--- src/rtl/axis_32to64.sv ---
// axis_32to64: packs 32-bit AXI-Stream words into 64-bit big-endian beats
// for the SRIO Tx user interface, realigning the partial last word to the
// MSB lanes and flagging illegal keep patterns and over-length packets.
// Optional feature macro: AXIS_32TO64_PKT_LEN_EN adds the pkt_len output.
module axis_32to64 #(
    parameter int         MAX_PKT_BYTES = 256,
    parameter logic [7:0] PAD_BYTE      = 8'h00
) (
    input  logic        clk_32,
    input  logic        reset_32_n,
    input  logic [31:0] axis_tdata_in,
    input  logic [3:0]  axis_tkeep_in,
    input  logic        axis_tvalid_in,
    input  logic        axis_tlast_in,
    output logic        axis_tready_out,
    output logic [63:0] axis_tdata_out,
    output logic [7:0]  axis_tkeep_out,
    output logic        axis_tvalid_out,
    output logic        axis_tlast_out,
    input  logic        axis_tready_in,
    output logic        keep_err,
    output logic        len_err
`ifdef AXIS_32TO64_PKT_LEN_EN
    ,
    output logic [8:0]  pkt_len
`endif
);

    typedef enum logic {
        S_LOW  = 1'b0,
        S_HIGH = 1'b1
    } state_t;

    state_t      state;
    state_t      state_next;
    logic [31:0] hold_word;
    logic [8:0]  byte_cnt;

    logic        accept;
    logic        out_xfer;
    logic [2:0]  word_bytes;
    logic        keep_bad;
    logic [31:0] word_aligned;
    logic [3:0]  keep_aligned;
    logic [9:0]  cnt_sum;
    logic [8:0]  cnt_sat;

    logic        load_beat;
    logic        store_hold;
    logic [63:0] beat_data;
    logic [7:0]  beat_keep;
    logic        beat_last;

    // The output register can take a new beat whenever it is empty or is
    // being drained in this very cycle, so back-to-back beats need no bubble.
    assign out_xfer        = axis_tvalid_out & axis_tready_in;
    assign axis_tready_out = ~axis_tvalid_out | axis_tready_in;
    assign accept          = axis_tvalid_in & axis_tready_out;

    // Decode how many bytes the current word carries; illegal patterns are
    // flagged and the word is then treated as a full four bytes.
    always_comb begin
        word_bytes = 3'd4;
        keep_bad   = 1'b0;
        if (!axis_tlast_in) begin
            keep_bad = (axis_tkeep_in != 4'b1111);
        end else begin
            case (axis_tkeep_in)
                4'b0001: word_bytes = 3'd1;
                4'b0011: word_bytes = 3'd2;
                4'b0111: word_bytes = 3'd3;
                4'b1111: word_bytes = 3'd4;
                default: keep_bad   = 1'b1;
            endcase
        end
    end

    // Move the LSB-aligned valid bytes up to the MSB lanes and pad the rest.
    always_comb begin
        word_aligned = axis_tdata_in;
        keep_aligned = 4'b1111;
        case (word_bytes)
            3'd1: begin
                word_aligned = {axis_tdata_in[7:0], {3{PAD_BYTE}}};
                keep_aligned = 4'b1000;
            end
            3'd2: begin
                word_aligned = {axis_tdata_in[15:0], {2{PAD_BYTE}}};
                keep_aligned = 4'b1100;
            end
            3'd3: begin
                word_aligned = {axis_tdata_in[23:0], PAD_BYTE};
                keep_aligned = 4'b1110;
            end
            default: begin
                word_aligned = axis_tdata_in;
                keep_aligned = 4'b1111;
            end
        endcase
    end

    // Running packet length, saturating at the 9-bit ceiling.
    always_comb begin
        cnt_sum = {1'b0, byte_cnt} + {7'd0, word_bytes};
        cnt_sat = cnt_sum[9] ? 9'h1FF : cnt_sum[8:0];
    end

    // Next-state and beat assembly: a beat completes on any word taken in
    // S_HIGH, or on a last word taken in S_LOW (lower half left empty).
    always_comb begin
        state_next = state;
        load_beat  = 1'b0;
        store_hold = 1'b0;
        beat_data  = {word_aligned, {4{PAD_BYTE}}};
        beat_keep  = {keep_aligned, 4'b0000};
        beat_last  = 1'b1;
        case (state)
            S_LOW: begin
                if (accept) begin
                    if (axis_tlast_in) begin
                        load_beat = 1'b1;
                    end else begin
                        store_hold = 1'b1;
                        state_next = S_HIGH;
                    end
                end
            end
            S_HIGH: begin
                beat_data = {hold_word, word_aligned};
                beat_keep = {4'b1111, keep_aligned};
                beat_last = axis_tlast_in;
                if (accept) begin
                    load_beat  = 1'b1;
                    state_next = S_LOW;
                end
            end
            default: state_next = S_LOW;
        endcase
    end

    // State register.
    always_ff @(posedge clk_32) begin
        if (!reset_32_n) begin
            state <= S_LOW;
        end else begin
            state <= state_next;
        end
    end

    // Upper-half hold register for the first word of each beat.
    always_ff @(posedge clk_32) begin
        if (!reset_32_n) begin
            hold_word <= 32'd0;
        end else if (store_hold) begin
            hold_word <= axis_tdata_in;
        end
    end

    // Per-packet byte counter, restarted after each last word.
    always_ff @(posedge clk_32) begin
        if (!reset_32_n) begin
            byte_cnt <= 9'd0;
        end else if (accept) begin
            byte_cnt <= axis_tlast_in ? 9'd0 : cnt_sat;
        end
    end

    // Sticky error flags; only reset clears them.
    always_ff @(posedge clk_32) begin
        if (!reset_32_n) begin
            keep_err <= 1'b0;
            len_err  <= 1'b0;
        end else if (accept) begin
            if (keep_bad) begin
                keep_err <= 1'b1;
            end
            if (cnt_sum > 10'(MAX_PKT_BYTES)) begin
                len_err <= 1'b1;
            end
        end
    end

    // Output register: loads a completed beat, otherwise empties on transfer
    // and holds everything stable while the downstream stalls.
    always_ff @(posedge clk_32) begin
        if (!reset_32_n) begin
            axis_tdata_out  <= 64'd0;
            axis_tkeep_out  <= 8'd0;
            axis_tlast_out  <= 1'b0;
            axis_tvalid_out <= 1'b0;
        end else if (load_beat) begin
            axis_tdata_out  <= beat_data;
            axis_tkeep_out  <= beat_keep;
            axis_tlast_out  <= beat_last;
            axis_tvalid_out <= 1'b1;
        end else if (out_xfer) begin
            axis_tvalid_out <= 1'b0;
        end
    end

`ifdef AXIS_32TO64_PKT_LEN_EN
    // Packet length travels with the last beat and reads 0 at all other times.
    always_ff @(posedge clk_32) begin
        if (!reset_32_n) begin
            pkt_len <= 9'd0;
        end else if (load_beat) begin
            pkt_len <= beat_last ? cnt_sat : 9'd0;
        end else if (out_xfer) begin
            pkt_len <= 9'd0;
        end
    end
`else
    // Without pkt_len the byte counter only feeds the len_err check.
`endif

endmodule

--- config.mk ---
export PLATFORM = sky130hd
export DESIGN_NAME = axis_32to64
export DESIGN_NICKNAME = d
export VERILOG_FILES = /design/src/rtl/axis_32to64.sv
export SDC_FILE = /design/constraint.sdc
export NUM_CORES = 1
export LEC_CHECK = 0
export CAP_MARGIN = 40
export CORE_MARGIN = 1
export CORE_UTILIZATION = 51
export DETAILED_ROUTE_END_ITERATION = 8
export HOLD_SLACK_MARGIN = 0.03
export PLACE_DENSITY = 0.86
export SLEW_MARGIN = 20
export SYNTH_ARGS = -nofsm -noshare
export SYNTH_HDL_FRONTEND = slang
export SYNTH_SLANG_ARGS = --single-unit
export TNS_END_PERCENT = 30
--- constraint.sdc ---
create_clock -name clk_32 -period 4.1 [get_ports clk_32]
set_clock_uncertainty 0.15 [all_clocks]
set_input_delay 0.615 -clock clk_32 [delete_from_list [all_inputs] [get_ports clk_32]]
set_output_delay 0.615 -clock clk_32 [all_outputs]
set_load 0.005 [all_outputs]
# Yosys cells after proc, flatten, opt, wreduce, memory -nomap -nowiden
# Index checks and enable logic that the tools add are counted.
# op_classes
n_addsub	1
reduce_logical	4
eq_ne	8
muxes	22
n_lt_le_gt_ge	1
n_bitwise	5
# op_table
operator	n
$pmux 32 s3	1
$mux 64	1
$mux 9	2
$pmux 3 s3	2
$mux 1	12
$add 9x3->10	1
$gt 10x9->1 const B	1
$mux 8	1
$eq 3x2->1 const B	2
$eq 4x1->1 const B	1
$eq 4x2->1 const B	1
$eq 4x3->1 const B	1
$eq 4x4->1 const B	1
$ne 4x4->1 const B	1
$pmux 1 s2	2
$reduce_and 2->1	2
$reduce_or 4->1	1
$eq 3x1->1 const B	1
$mux 3	1
$and 1x1->1	2
$not 1->1	2
$reduce_bool 2->1	1
$or 1x1->1	1
# word_totals
regBits	118
output_inout_bits	77
wordCells	50
inputBits	41

# Logic depth before layout (Yosys ltp)
# depth
ltp_word	6
depth_mapped	13
depth_no_buf	10

# Worst setup path after synthesis
# Ideal clock, no wire load.
# synth_timing
path_kind	input port to flip-flop
startpoint	in axis_tkeep_in[1]
endpoint	reg byte_cnt[5]
cell_stages	13
required_time_ns	3.831
path_buffers	4
setup_slack_ns	0.986
t_arrival_ns	2.845
setup_ns	0.119
path_cell_list	buf_2 -> inv_1 -> a21oi_4 -> inv_2 -> buf_6 -> buf_6 -> ha_1 -> and3_1 -> or2_1 -> buf_2 -> and2_1 -> and3_1 -> o221a_2
# synth_between
elab_chain_cells	6
word_cells_on_any_way	8
classes_between	add/sub: 1; eq/ne: 3; mux: 4
# synth_rtl
element	line	text
start: declaration	12	input logic [3:0] axis_tkeep_in,
$eq 4x3->1, or another cell as far along	68	case (axis_tkeep_in)
$pmux 3 s3 (*)	68	
$mux 3 (*)	65	if (!axis_tlast_in) begin
$add 9x3->10 (*)	104	cnt_sum = {1'b0, byte_cnt} + {7'd0, word_bytes};
$mux 9 (*)	105	cnt_sat = cnt_sum[9] ? 9'h1FF : cnt_sum[8:0];
$mux 9 (*)	164	byte_cnt <= axis_tlast_in ? 9'd0 : cnt_sat;
end signal: assignment	164	
end: declaration	37	logic [8:0] byte_cnt;
# Every way passes the cells marked *; elsewhere a longest branch is shown, timed or not.
# A chain may end at the register's enable or synchronous reset.

# Worst setup path after layout
# Same ends and word-level chain as after synthesis.

==> results by group <==
Detailed routing
  – Post-route ant nets: 0
  – DRC Markers: 0
  – TritonRoute pass-1 iters: 5
  – Vias per std cell: 6.006
  – Initial drt markers: 376
  – Routed WL per cell: 19.65 um
  – Via count: 5021
  – Final WL: 16420 um

STA
  – Tmin final: 2.987 ns
  – Slew HR: 47.85%
  – WHS: 0.3006 ns
  – Setup_tns: 0 ns
  – Worst slew pin tran: 0.7822 ns
  – Final max-slew violation count: 0
  – Final setup fails: 0
  – Tcrit/Tclk final: 72.85%
  – RSZ-0062 raised after global routing: false
  – Peak Freq: 334.8 MHz
  – Hold Vio Cnt, Final: 0

Critical path
  – Critical Path Sink Type: register
  – Worst path required time: 4.36 ns
  – Critical path startpoint category: input pin
  – Crit path buf inv count: 3
  – Most Frequent Cell on Critical Path: and3_1
  – CP max FO: 10
  – Critical Path AT: 3.25 ns
  – CP cell instances: clkdlybuf4s50_1, inv_1, a21oi_4, inv_2, ha_1, and3_1, or2_1, and2_1, and3_1, o221a_2
  – Crit path kind: input pin to register
  – Slowest cell on crit path: clkdlybuf4s50_1
  – Worst path top cell family by delay: simple AND/OR/NAND/NOR gates
  – Slowest stage delay, CP: 0.64 ns

Logic synthesis
  – Number of flops mapped to enable cells by yosys: 0
  – Synth top area share: 43.98%
  – Syn Nets: 633
  – Mapped Cells: 588
  – Mapped Area: 5371 um2
  – Main synth FF type: dfxtp_1
  – Syn. warnings: 0
  – Flop and latch count out of synthesis: 118
  – Synth top cells by count: dfxtp_1, nand2_1, mux2i_1
  – Synth area leaders: dfxtp_1, nand2_1, mux2i_1, a22o_1, a21boi_0
  – Post-synth ARST share: 0%
  – Register area share after synthesis: 43.98%
  – Syn avg cell area: 9.135 um2
  – Synth area leader: dfxtp_1
  – Cell variety after synth: 60
  – Most numerous cell in the Yosys netlist: dfxtp_1

Clock network
  – Clock Pin Slew Worst Setup and Hold Paths: 0.06 ns
  – Num Clock Sinks: 118
  – CTS buffer count: 17
  – Post-CTS Setup Inserts: 0
  – TritonCTS clock tree: yes
  – Clk Latency, worst-skew pair: 0.52 ns
  – CTS HTree Levels: 4
  – CTS Hold Buffers Added: 0
  – Worst-case clock buffer depth: 2
  – Cts repair resizes: 0
  – Clk root buf: clkbuf_8

Die
  – Top Ports: 118
  – Chip Width: 104.6 um
  – Floorplan die area: 10950 um2
  – # rows: 37
  – Chip height: 104.6 um
  – Initial Utilization: 52.26%
  – Core area: 10280 um2

Placed design
  – GPL Wtd Cong: 0.8936
  – # placed instances: 804
  – Post-detail-place hpwl: 10540 um
  – Port-buffer cells: 117
  – Dpl cell area: 6596 um2

Cells and area
  – Finished Layout Cells: 836
  – Layout area overhead: 33.94%
  – ANT cells: 0
  – Nets: 732
  – Final core occ: 70.00%
  – Finished Cell Area: 7194 um2
  – Proportion of layout cells with a drive suffix above 1: 10.00%

Global routing
  – Tot GR Track Use: 30.84%
  – Pin count of the biggest net entering global routing: 51
  – Initial antenna violation count: 0
  – First-pass GRT wire length: 26460 um
  – Grt total ovfl: 0
  – Vias in the first global route: 5045

Pwr
  – VDD IR max: 372.0 uV
  – Power Density: 438.2 nW/um2
  – Leak pwr: 0.002836 uW

Run
  – Max_cap viols: 0

Outcome
  – Status: completed

Min path
  – Worst hold path class: register to register
logic make-up (layout without fill, tap and decap cells):
family	Yosys count	count (layout)	share of synthesized area, %
flops	118	118	43.98
compound gates	191	191	27.18
simple gates	178	178	15.86
xor+xnor	4	4	0.6523
mux	31	31	5.777
buf+inv	62	174	5.474
fa+ha+maj	4	4	1.072
path summary, 6_finish.rpt:
kind	start	endpoint	slack (ns)	cells after the start
worst max-delay path	axis_tkeep_in[1]	byte_cnt[5]	1.11	10
worst min-delay path	hold_word[16]	hold_word[16]	0.30	2
worst max register to register	state	axis_tdata_out[40]	1.86	6
worst min register to register	hold_word[16]	hold_word[16]	0.30	2
through the flow:
| stage | worst slack [ns] | power (uW) |
|---|---|---|
| after floorplan | 0.9859 | 1473 |
| after global routing | 0.9770 | 3255 |
| after CTS | 1.168 | 3155 |
| after global placement | 0.6965 | 1660 |
| after detailed placement | 0.6079 | 1672 |
| final | 1.113 | 3153 |
registers in the layout (all words and copies together), names as in the netlist, 8 cells and up:
register,cells
axis_tdata_out,64
axis_tkeep_out,8
byte_cnt,9
hold_word,32
per-layer routing:
metal | track usage (%) | share of wire (%) | up-vias
met2 | 49.53 | 48 | 265
met5 | 0 | 0 | -
met4 | 13.78 | 2.9 | 0
met3 | 9.732 | 8.5 | 44
met1 | 37.80 | 41 | 2395
li1 | - | - | 2317
cell type report:
cell class | count | area, um2
clock buffers | 20 | 445.4
clock inverters | 12 | 152.6
fillers | 774 | 3083
inverters | 9 | 33.78
multi-input cells | 408 | 2724
flip-flops and latches | 118 | 2362
well taps | 136 | 170.2
repair buffers | 133 | 1306
worst reg2reg max path: cells and delay by family, from the launching register on:
family	cells	cell delay, ns
buffers and inverters	2	0.70
and+or+nand+nor	3	0.67
AOI/OAI and AO/OA	1	0.32
DFF	1	0.30
power breakdown:
part	internal, uW	switching, uW	total, uW
Clock	955	536	1490
Sequential	1210	33.5	1240
Combinational	204	218	422
Total	2370	788	3150
placed cells by master (no fill, tap or decap), drive strengths merged, types with 8 or more instances in the layout:
cell	synthesis	routed
dfxtp	118	118
clkdlybuf4s50	0	116
nand2	101	101
a21boi	36	36
o21ai	32	32
mux2i	31	31
a22o	24	24
clkbuf	28	20
nand3	19	19
a21oi	18	18
buf	25	17
nor2b	16	16
o2bb2ai	14	14
nor2	10	10
o211ai	10	10
o211a	9	9
a22oi	9	9
inv	9	9
o21a	8	8
Power figures use the tool's default switching activity.
==> RTL change, RTL diff (config.mk and constraints unchanged) <==
Build with the macro `AXIS_32TO64_PKT_LEN_EN` defined.
--- a/src/rtl/axis_32to64.sv
+++ b/src/rtl/axis_32to64.sv
@@ -3,4 +3,6 @@
 // MSB lanes and flagging illegal keep patterns and over-length packets.
 // Optional feature macro: AXIS_32TO64_PKT_LEN_EN adds the pkt_len output.
+`define AXIS_32TO64_PKT_LEN_EN
+
 module axis_32to64 #(
     parameter int         MAX_PKT_BYTES = 256,
Behaviour (old outputs only; new: pkt_len): unchanged (equiv_simple and equiv_induct, registers matched by name and starting in step).
==> RTL change against the original RTL <==
- setup slack lost 290 ps
- sequential power rose by 7%
- design area up 2.0%
- sequential cell count rose by 9
- largest power group unchanged
- worst hold slack improved by 5.2 ps
- power increased by 2.6%
- routed wire length rose by 3.9%
- synthesized area rose by 0.33%
- register-to-register slack worse by 120 ps
- sequential share of layout area increased by 1.8 points
==> RTL change: results <==
set metrics [dict create \
    outcome "finished clean" \
    cts_setup_buffers 0 \
    clockBufferDepth 2 \
    syn-num-nets 646 \
    dr.pass1.iters 6 \
    hpwlAfterDp_mm 11.2 \
    slowest_stage "clkdlybuf4s50_1" \
    fillCellCount 756 \
    reg2reg_depth 7 \
    cpPeakStageDelay_ps 550 \
    arrival_ps 3540 \
    crit_fanout 10 \
    p_leak_nw 2.81 \
    synth_area_leaders "dfxtp_1, nand2_1, mux2i_1" \
    grt_start_max_net_pins 42 \
    synth-async-reset-ratio_pct 0 \
    vias_per_cell 6.27 \
    grt_antenna_before_repair 0 \
    cts_resized 0 \
    path_clk_slew_ps 60 \
    drt-initial-drc-count 471 \
    setup_violations 0 \
    reg_top3 "axis_tdata_out x64, hold_word x32" \
    drive_gt1_share_pct 8.89 \
    synth.top_cells.by_count "dfxtp_1, nand2_1, a21oi_1" \
    grt_use_total_pct 31.0 \
    hold_class "flop to flop" \
    grt_pass1_vias 5170 \
    ys_types 52 \
    crit_family "simple AND/OR/NAND/NOR gates" \
    ir_drop_mv 0.261 \
    fin_nets 763 \
    worst_slew_pin_slew_ps 860 \
    root_buffer "clkbuf_8" \
    wl_per_cell_um 19.7 \
    port_buffers 126 \
    gp_congestion 0.877 \
    grt_pass1_wl_mm 26.7 \
    yosys_most_used_dff "dfxtp_1" \
    clock_latency_ps 540 \
    antenna_cells 0 \
    synth_seq_area_share_pct 47.2 \
    dpl_cell_area_mm2 0.00677 \
]
[RTL change: area by class of cell]
class                           instances  area, um2  share of cell area (%)
Multi-Input combinational cell        418       2620                    35.7
Inverter                               10       37.5                   0.511
Clock inverter                         14        154                    2.10
Timing Repair Buffer                  144       1400                    19.0
Tap cell                              136        170                    2.32
Sequential cell                       127       2540                    34.6
Clock buffer                           18        418                    5.69
[RTL change: per-layer routing]
metal	track usage, %	up-vias	wire [um]
met5	0	-	0
met4	14.5	0	598
met3	7.49	68	1690
met2	50.3	384	7960
met1	38.9	2554	6830
li1	-	2433	-
[RTL change: worst register-to-register path: stages, from the launching register on]
cell,delay [ps]
dfxtp_1,330
ha_1,170
inv_1,60
fa_1,420
xnor2_1,180
or4b_1,490
a2111oi_2,340
a211oi_1,110
[RTL change: path summary, 6_finish.rpt]
check / end / start / slack (ps)
worst min register to register: hold_word[21] / hold_word[21] / 310
worst max register to register: len_err / byte_cnt[0] / 1740
worst min-delay path: hold_word[21] / hold_word[21] / 310
worst max-delay path: len_err / axis_tkeep_in[2] / 820
[RTL change: logic make-up (layout without fill, tap and decap cells)]
| kind of cell | Yosys count | in the layout | synth area share, % |
|---|---|---|---|
| compound gates | 202 | 202 | 25.9 |
| xor+xnor | 3 | 3 | 0.488 |
| fa+ha+maj | 4 | 4 | 1.07 |
| buf+inv | 56 | 186 | 4.39 |
| flops | 127 | 127 | 47.2 |
| mux | 33 | 33 | 6.15 |
| simple gates | 176 | 176 | 14.8 |
[RTL change: power breakdown]
group          internal [W]  switching (W)
registers           0.00129      0.0000357
clock network      0.000874       0.000598
logic              0.000202       0.000231
[RTL change: through the flow]
stage	cells	setup slack, ps	power, W
after floorplan	601	951	0.00156
after global routing	867	725	0.00331
after detailed placement	835	303	0.00177
after CTS	867	842	0.00322
final	867	821	0.00324
after global placement	835	364	0.00176
